==> config.mk <==
export PLATFORM = sky130hd
export DESIGN_NAME = prefix_sub_pipe
export DESIGN_NICKNAME = d
export VERILOG_FILES = /design/src/rtl/prefix_sub_pkg.sv /design/src/rtl/prefix_sub_stage.sv /design/src/rtl/prefix_sub_pipe.sv
export SDC_FILE = /design/constraint.sdc
export NUM_CORES = 1
export LEC_CHECK = 0
export CAP_MARGIN = 20
export CORE_UTILIZATION = 44
export CTS_BUF_LIST = sky130_fd_sc_hd__clkbuf_8
export CTS_CLUSTER_SIZE = 30
export DETAILED_ROUTE_END_ITERATION = 7
export DONT_BUFFER_PORTS = 1
export SYNTH_ARGS = -nofsm -noshare
export SYNTH_HDL_FRONTEND = slang
export SYNTH_SLANG_ARGS = --single-unit
export TNS_END_PERCENT = 10
==> constraint.sdc <==
create_clock -name clk -period 6.56 [get_ports clk]
set_clock_uncertainty 0.05 [all_clocks]
set_input_delay 0.328 -clock clk [delete_from_list [all_inputs] [get_ports clk]]
set_output_delay 0.328 -clock clk [all_outputs]
set_load 0.005 [all_outputs]
==> src/rtl/prefix_sub_pkg.sv <==
// Shared definitions for the prefix subtractor: level count, the P/G bundle
// type, the folded carry-in constant and the Kogge-Stone combine cell.
package prefix_sub_pkg;

    // The carry-in of a + ~b + 1, folded into bit 0 as G[-1].
    localparam logic CIN = 1'b1;

    // Width of the default build; pg_t describes one stage of that build.
    localparam int DEFAULT_WIDTH = 16;

    // Group propagate and generate vectors for one prefix level.
    typedef struct packed {
        logic [DEFAULT_WIDTH-1:0] p;
        logic [DEFAULT_WIDTH-1:0] g;
    } pg_t;

    // Number of Kogge-Stone levels needed to span a word of the given width.
    function automatic int prefix_levels(input int width);
        int levels;
        levels = 0;
        for (int i = 0; i < 31; i++) begin
            if ((1 << i) < width) begin
                levels = i + 1;
            end
        end
        return levels;
    endfunction

    // Prefix combine: {P, G} of the upper group merged with the lower group.
    function automatic logic [1:0] pg_combine(input logic p_hi, input logic g_hi,
                                              input logic p_lo, input logic g_lo);
        return {p_hi & p_lo, g_hi | (p_hi & g_lo)};
    endfunction

endpackage

==> src/rtl/prefix_sub_stage.sv <==
// One registered Kogge-Stone level of span SPAN, with its own valid bit.
// The raw per-bit propagate rides along unchanged for the final sum.
module prefix_sub_stage
    import prefix_sub_pkg::*;
#(
    parameter int WIDTH = 16,
    parameter int SPAN  = 1
) (
    input  logic             clk,
    input  logic             rst_n,
    input  logic             up_valid,
    input  logic [WIDTH-1:0] up_p,
    input  logic [WIDTH-1:0] up_gp,
    input  logic [WIDTH-1:0] up_gg,
    input  logic             down_ready,
    output logic             valid,
    output logic [WIDTH-1:0] p,
    output logic [WIDTH-1:0] gp,
    output logic [WIDTH-1:0] gg
);

    logic             advance;
    logic [WIDTH-1:0] next_gp;
    logic [WIDTH-1:0] next_gg;

    // A stage may load when it is empty or its content moves on this cycle.
    assign advance = ~valid | down_ready;

    // Merge each group with the one SPAN bits below; low bits pass through.
    always_comb begin
        next_gp = up_gp;
        next_gg = up_gg;
        for (int i = SPAN; i < WIDTH; i++) begin
            {next_gp[i], next_gg[i]} = pg_combine(up_gp[i], up_gg[i],
                                                  up_gp[i-SPAN], up_gg[i-SPAN]);
        end
    end

    // Occupancy flag; the only state in the stage that is reset.
    always_ff @(posedge clk or negedge rst_n) begin
        if (!rst_n) begin
            valid <= 1'b0;
        end else if (advance) begin
            valid <= up_valid;
        end
    end

    // Datapath registers, meaningful only while valid is set.
    always_ff @(posedge clk) begin
        if (advance) begin
            p  <= up_p;
            gp <= next_gp;
            gg <= next_gg;
        end
    end

endmodule

==> src/rtl/prefix_sub_pipe.sv <==
// Pipelined valid/ready unsigned subtractor, diff = a - b, built as
// a + ~b + 1 on a Kogge-Stone prefix tree with one level per stage.
// Optional macro PREFIX_SUB_SAT_EN clamps diff to zero on borrow.
module prefix_sub_pipe
    import prefix_sub_pkg::*;
#(
    parameter int WIDTH = 16
) (
    input  logic             clk,
    input  logic             rst_n,
    input  logic             in_valid,
    output logic             in_ready,
    input  logic [WIDTH-1:0] a,
    input  logic [WIDTH-1:0] b,
    output logic             out_valid,
    input  logic             out_ready,
    output logic [WIDTH-1:0] diff,
    output logic             borrow,
    output logic             equal
);

    localparam int LEVELS = prefix_levels(WIDTH);

    logic             vld   [LEVELS+1];
    logic [WIDTH-1:0] raw_p [LEVELS+1];
    logic [WIDTH-1:0] gp    [LEVELS+1];
    logic [WIDTH-1:0] gg    [LEVELS+1];

    logic [LEVELS+1:0] occupied;
    logic [LEVELS+1:0] ready;

    logic [WIDTH-1:0] in_p;
    logic [WIDTH-1:0] in_g;
    logic [WIDTH-1:0] carry;
    logic [WIDTH-1:0] sum;
    logic             borrow_next;
    logic             equal_next;

    // Gather occupancy of every register stage, output stage on top.
    always_comb begin
        occupied = '0;
        for (int k = 0; k <= LEVELS; k++) begin
            occupied[k] = vld[k];
        end
        occupied[LEVELS+1] = out_valid;
    end

    // Ready chain ~v_k | ready_(k+1), unrolled so each term reads only flops.
    for (genvar k = 0; k <= LEVELS + 1; k++) begin : g_ready
        assign ready[k] = ~(&occupied[LEVELS+1:k]) | out_ready;
    end

    assign in_ready = ready[0];

    // Per-bit propagate/generate of a + ~b, carry-in folded into bit 0.
    always_comb begin
        in_p    = ~(a ^ b);
        in_g    = a & ~b;
        in_g[0] = in_g[0] | (in_p[0] & CIN);
    end

    // Input stage occupancy.
    always_ff @(posedge clk or negedge rst_n) begin
        if (!rst_n) begin
            vld[0] <= 1'b0;
        end else if (ready[0]) begin
            vld[0] <= in_valid;
        end
    end

    // Input stage data: raw propagate plus the level-0 group vectors.
    always_ff @(posedge clk) begin
        if (ready[0]) begin
            raw_p[0] <= in_p;
            gp[0]    <= in_p;
            gg[0]    <= in_g;
        end
    end

    for (genvar k = 1; k <= LEVELS; k++) begin : g_level
        prefix_sub_stage #(
            .WIDTH (WIDTH),
            .SPAN  (1 << (k - 1))
        ) u_stage (
            .clk        (clk),
            .rst_n      (rst_n),
            .up_valid   (vld[k-1]),
            .up_p       (raw_p[k-1]),
            .up_gp      (gp[k-1]),
            .up_gg      (gg[k-1]),
            .down_ready (ready[k+1]),
            .valid      (vld[k]),
            .p          (raw_p[k]),
            .gp         (gp[k]),
            .gg         (gg[k])
        );
    end

    // Sum bit i uses the carry out of bits i-1..-1; the word carry-out is ~borrow.
    always_comb begin
        carry       = {gg[LEVELS][WIDTH-2:0], CIN};
        sum         = raw_p[LEVELS] ^ carry;
        borrow_next = ~gg[LEVELS][WIDTH-1];
        equal_next  = gp[LEVELS][WIDTH-1];
    end

    // Output register, reset so downstream sees clean zeros.
    always_ff @(posedge clk or negedge rst_n) begin
        if (!rst_n) begin
            out_valid <= 1'b0;
            diff      <= '0;
            borrow    <= 1'b0;
            equal     <= 1'b0;
        end else if (ready[LEVELS+1]) begin
            out_valid <= vld[LEVELS];
            if (vld[LEVELS]) begin
`ifdef PREFIX_SUB_SAT_EN
                diff <= borrow_next ? '0 : sum;
`else
                diff <= sum;
`endif
                borrow <= borrow_next;
                equal  <= equal_next;
            end
        end
    end

endmodule

Word-level counts from Yosys, hierarchy flattened
Cells that the tools add are included.
{"block": "word_totals", "reg_bits": 248, "in_bits": 36, "output_inout_bits": 20, "elab_cells": 200}
{"block": "classes", "bitwise": 172, "reduce_logical": 5}
{"cell": "AND 1 bit", "n": 98}
{"cell": "OR 1 bit", "n": 59}
{"cell": "NOT 16 bit", "n": 2}
{"cell": "XOR 16 bit", "n": 2}
{"cell": "AND 16 bit", "n": 1}
{"cell": "NOT 1 bit", "n": 10}
{"cell": "AND reduction 6 bit", "n": 1}
{"cell": "AND reduction 2 bit", "n": 2}
{"cell": "AND reduction 4 bit", "n": 1}
{"cell": "AND reduction 3 bit", "n": 1}

Depth between registers and ports, before layout
{"block": "depth", "word_depth": 4, "mapped_depth": 4, "ltp_nobuf": 3}

Modules after synthesis
Synthesis repeated with hierarchy kept, for this count alone.
{"block": "hier_totals", "cells_unflattened": 451, "area_unflattened_um2": 8793.4}
{"module": "prefix_sub_pipe", "cells_each": 149, "area_per_inst_um2": 2163.3, "n_inst": 1, "seq_area_each_um2": 1461.4}
{"module": "prefix_sub_stage at g_level[1].u_stage", "cells_each": 81, "area_per_inst_um2": 1695.4, "n_inst": 1, "seq_area_each_um2": 1466.4}
{"module": "prefix_sub_stage at g_level[2].u_stage", "cells_each": 79, "area_per_inst_um2": 1681.6, "n_inst": 1, "seq_area_each_um2": 1466.4}
{"module": "prefix_sub_stage at g_level[3].u_stage", "cells_each": 75, "area_per_inst_um2": 1654.1, "n_inst": 1, "seq_area_each_um2": 1466.4}
{"module": "prefix_sub_stage at g_level[4].u_stage", "cells_each": 67, "area_per_inst_um2": 1599.0, "n_inst": 1, "seq_area_each_um2": 1466.4}

Worst setup path before layout
OpenSTA, ideal clock, no wires.
{"block": "synth_path", "path_type": "register to register", "startpoint": "reg out_valid", "endpoint": "reg, netlist name g_level[1].u_stage.gg[0]", "arrival_ps": 1763, "period_less_slack_ps": 2214, "n_path_buf": 0, "setup_ps": 401, "required_ps": 6109, "setup_slack_ps": 4346, "path_stages_with_launch": 4, "path_cell_list": "dfrtp_1 > and4b_2 > and3_4 > inv_1"}
{"block": "synth_via", "elab_chain_len": 4}
{"element": "start: declaration", "line_no": "prefix_sub_pipe.sv:15", "source": "output logic out_valid,"}
{"element": "start signal: assignment", "line_no": "prefix_sub_pipe.sv:115", "source": "out_valid <= vld[LEVELS];"}
{"element": "AND reduction 4 bit", "line_no": "prefix_sub_pipe.sv:50", "source": "assign ready[k] = ~(&occupied[LEVELS+1:k]) | out_ready;"}
{"element": "NOT 1 bit", "line_no": "prefix_sub_pipe.sv:50"}
{"element": "OR 1 bit", "line_no": "prefix_sub_pipe.sv:50"}
{"element": "OR 1 bit", "line_no": "prefix_sub_stage.sv:27", "source": "assign advance = ~valid | down_ready;"}
{"element": "named net g_level[1].u_stage.advance", "line_no": "prefix_sub_stage.sv:22", "source": "logic advance;"}
The timed path passes the listed nets, and every way through them passes these cells.
A chain may end at the register's enable or synchronous reset.

Worst setup path after layout
{"block": "layout_path", "startpoint": "reg out_valid", "endpoint": "out in_ready"}
{"block": "layout_via", "elab_chain_len": 3}
{"element": "AND reduction 6 bit", "line_no": "prefix_sub_pipe.sv:50"}
{"element": "NOT 1 bit", "line_no": "prefix_sub_pipe.sv:50"}
{"element": "OR 1 bit", "line_no": "prefix_sub_pipe.sv:50"}
{"element": "end: declaration", "line_no": "prefix_sub_pipe.sv:12", "source": "output logic in_ready,"}
No other way between the ends.

==> flow_summary.json <==
{
  "synth_top_area_share_pct": 75.1,
  "post_cts_buffers": 0,
  "grt_max_degree": 48,
  "antenna_found_initial": 0,
  "gp_congestion": 0.709,
  "min_from": "b[13]",
  "cp_max_fo": 33,
  "setup.worst_path.class": "flop to output pin",
  "hold_end": "gg[77]",
  "dp_hpwl_um": 6910,
  "p_leak_nw": 3.85,
  "drtIter0Drc": 159,
  "finish.utilization_pct": 53.5,
  "layout_common_cells": "edfxtp_1, a21o_1, dlygate4sd3_1",
  "synth_fp_nets": 445,
  "grt.overflow.total": 0,
  "r2r-start": "out_valid",
  "power_density_nw_per_um2": 380,
  "drv_slew": 0,
  "fillers": 1409,
  "core_um2": 17400,
  "rsz0062_at_grt": "false",
  "netlist.top_cell.by_area": "edfxtp_1",
  "tns_ns": 0,
  "initial_utilization_pct": 45.4,
  "r2r_cells": 4,
  "final_nets": 531,
  "fmax_mhz": 446,
  "path_clk_slew_ns": 0.06,
  "ys_seq_area_share_pct": 82.7,
  "drive_above_1_share_pct": 13.5,
  "cts_root_buf": "clkbuf_8",
  "num_io_pins": 56,
  "synth_warnings": 0,
  "ir_worst_vdd_v": 0.000170,
  "min_path_type": "input pin to flop",
  "cts_tree": "yes",
  "antennaDiodeCount": 0,
  "cts.sinks": 222,
  "syn_avg_cell_area_um2": 20.1,
  "cts-hold-fix-buffers": 43,
  "die_h_um": 136,
  "finalSetupViolCount": 0,
  "syn2layout_area_growth_pct": 17.7,
  "pre_cts_ws_ns": 4.70,
  "avgViaCountPerCell": 4.58,
  "std_cell_rows": 48,
  "slew_headroom_pct": 62.2,
  "die_w_um": 136,
  "drc": 0,
  "power_mw": 3.54,
  "cts-htree-levels": 2,
  "worstSetupEndpointType": "output pin",
  "syn-cell-area_um2": 7920,
  "cts_buffers": 37,
  "drt_pre_antenna_iters": 4,
  "maxCapViolCount": 0,
  "insertion_delay_ns": 0.51,
  "drt_wl_total_um": 10700,
  "hold_violations": 0,
  "min_delay_path_depth": 2,
  "cp-start-kind": "flop",
  "cts_resized": 0,
  "post-route-period-util_pct": 34.2,
  "dp_cells": 622,
  "synth_area_leaders": "edfxtp_1, dfrtp_1, a21o_1",
  "ctsLongestPathBuffers": 3,
  "outcome": "finished clean",
  "tightestPinTransition_ns": 0.566,
  "grt_pass1_wl_um": 17600,
  "synth_cell_types": 20,
  "wl_per_cell_um": 14.7,
  "grt_use_total_pct": 12.5,
  "fin_ws_ns": 4.32,
  "synth-seq-cells": 222,
  "crit_arrival_ns": 1.86,
  "vias": 3342,
  "period_needed_ns": 2.24,
  "r2r_slack_ns": 4.71,
  "crit_required_ns": 6.18,
  "drtAntennaViolNets": 0,
  "fin_cells": 729,
  "grt_pass1_vias": 3556,
  "die_area_um2": 18500,
  "synth_cells": 393,
  "io_buffers": 0,
  "r2r_end": "g_level[1].u_stage.p[6]",
  "mostFrequentLayoutCell": "edfxtp_1"
}
critical path: stages (launching register included):
cell and delay (ns):
dfrtp_1 0.44, and4b_2 0.26, and3_4 0.20, nand2_1 0.07
buf_4 0.36
cells in the mapped netlist (all sizes together):
library cell  instances
a21o                 50
and2                 38
and3                  1
and4b                 1
buf                   1
dfrtp                24
edfxtp              198
ha                   16
inv                  21
mux2                 16
mux2i                 2
nand2                 3
nand2b                4
nand3b                1
or2                   1
or2b                  1
xor2                 15
registers in the layout, indices dropped and copies added (netlist names):
| name | count |
|---|---|
| borrow | 1 |
| diff | 16 |
| equal | 1 |
| g_level.u_stage.gg | 64 |
| g_level.u_stage.gp | 42 |
| g_level.u_stage.p | 60 |
| g_level.u_stage.valid | 4 |
| gg | 16 |
| gp | 16 |
| occupied | 1 |
| out_valid | 1 |
routing by layer:
metal | wire length (um) | part of all wire [%] | global-route usage (%) | vias to the layer above
li1 | - | - | - | 1648
met1 | 4930 | 46 | 15.9 | 1588
met2 | 4940 | 46 | 19.2 | 81
met3 | 514 | 4.8 | 3.39 | 25
met4 | 301 | 2.8 | 7.35 | 0
met5 | 0 | 0 | 0 | -
where the power goes:
part	total (mW)	switching (mW)	internal (mW)
Clock	1.08	0.493	0.585
Sequential	2.14	0.173	1.97
Combinational	0.320	0.141	0.179
per-stage QoR:
stage	instance area, um^2	hold slack, ns
final	9320	0.0435
after global routing	9320	0.0217
after CTS	9320	0.00309
after detailed placement	8210	-0.0172
after global placement	8210	-0.0171
after floorplan	7920	-0.0176
how the worst max path moves through the flow:
stage,from,endpoint,slack [ns],cells after the start
after floorplan,out_valid,g_level[1].u_stage.gg[0],4.35,3
after global placement,out_valid,g_level[1].u_stage.p[12],4.75,4
after detailed placement,out_valid,g_level[1].u_stage.gp[15],4.70,4
after CTS,out_valid,in_ready,4.25,4
after global routing,out_valid,in_ready,4.19,4
final,out_valid,in_ready,4.32,4
cell type report:
class                   count  area, um^2  area share, %
flip-flops and latches    222        6550           70.3
inverters                  21        78.8          0.846
multi-input cells         149        1270           13.6
clock buffers              39         537           5.76
clock inverters            25         125           1.34
repair buffers             48         478           5.13
well taps                 225         282           3.02
cell families after synthesis:
| logic type | count (synthesis) | share of synthesized area (%) |
|---|---|---|
| xor gates and xnor gates | 15 | 1.66 |
| and+or+nand+nor | 50 | 4.21 |
| DFF | 222 | 82.7 |
| adders and majority gates | 16 | 2.53 |
| buffers and inverters | 22 | 1.25 |
| muxes | 18 | 2.91 |
| AOI/OAI and AO/OA | 50 | 4.74 |
Note: power is estimated with default switching activity, not from simulation.
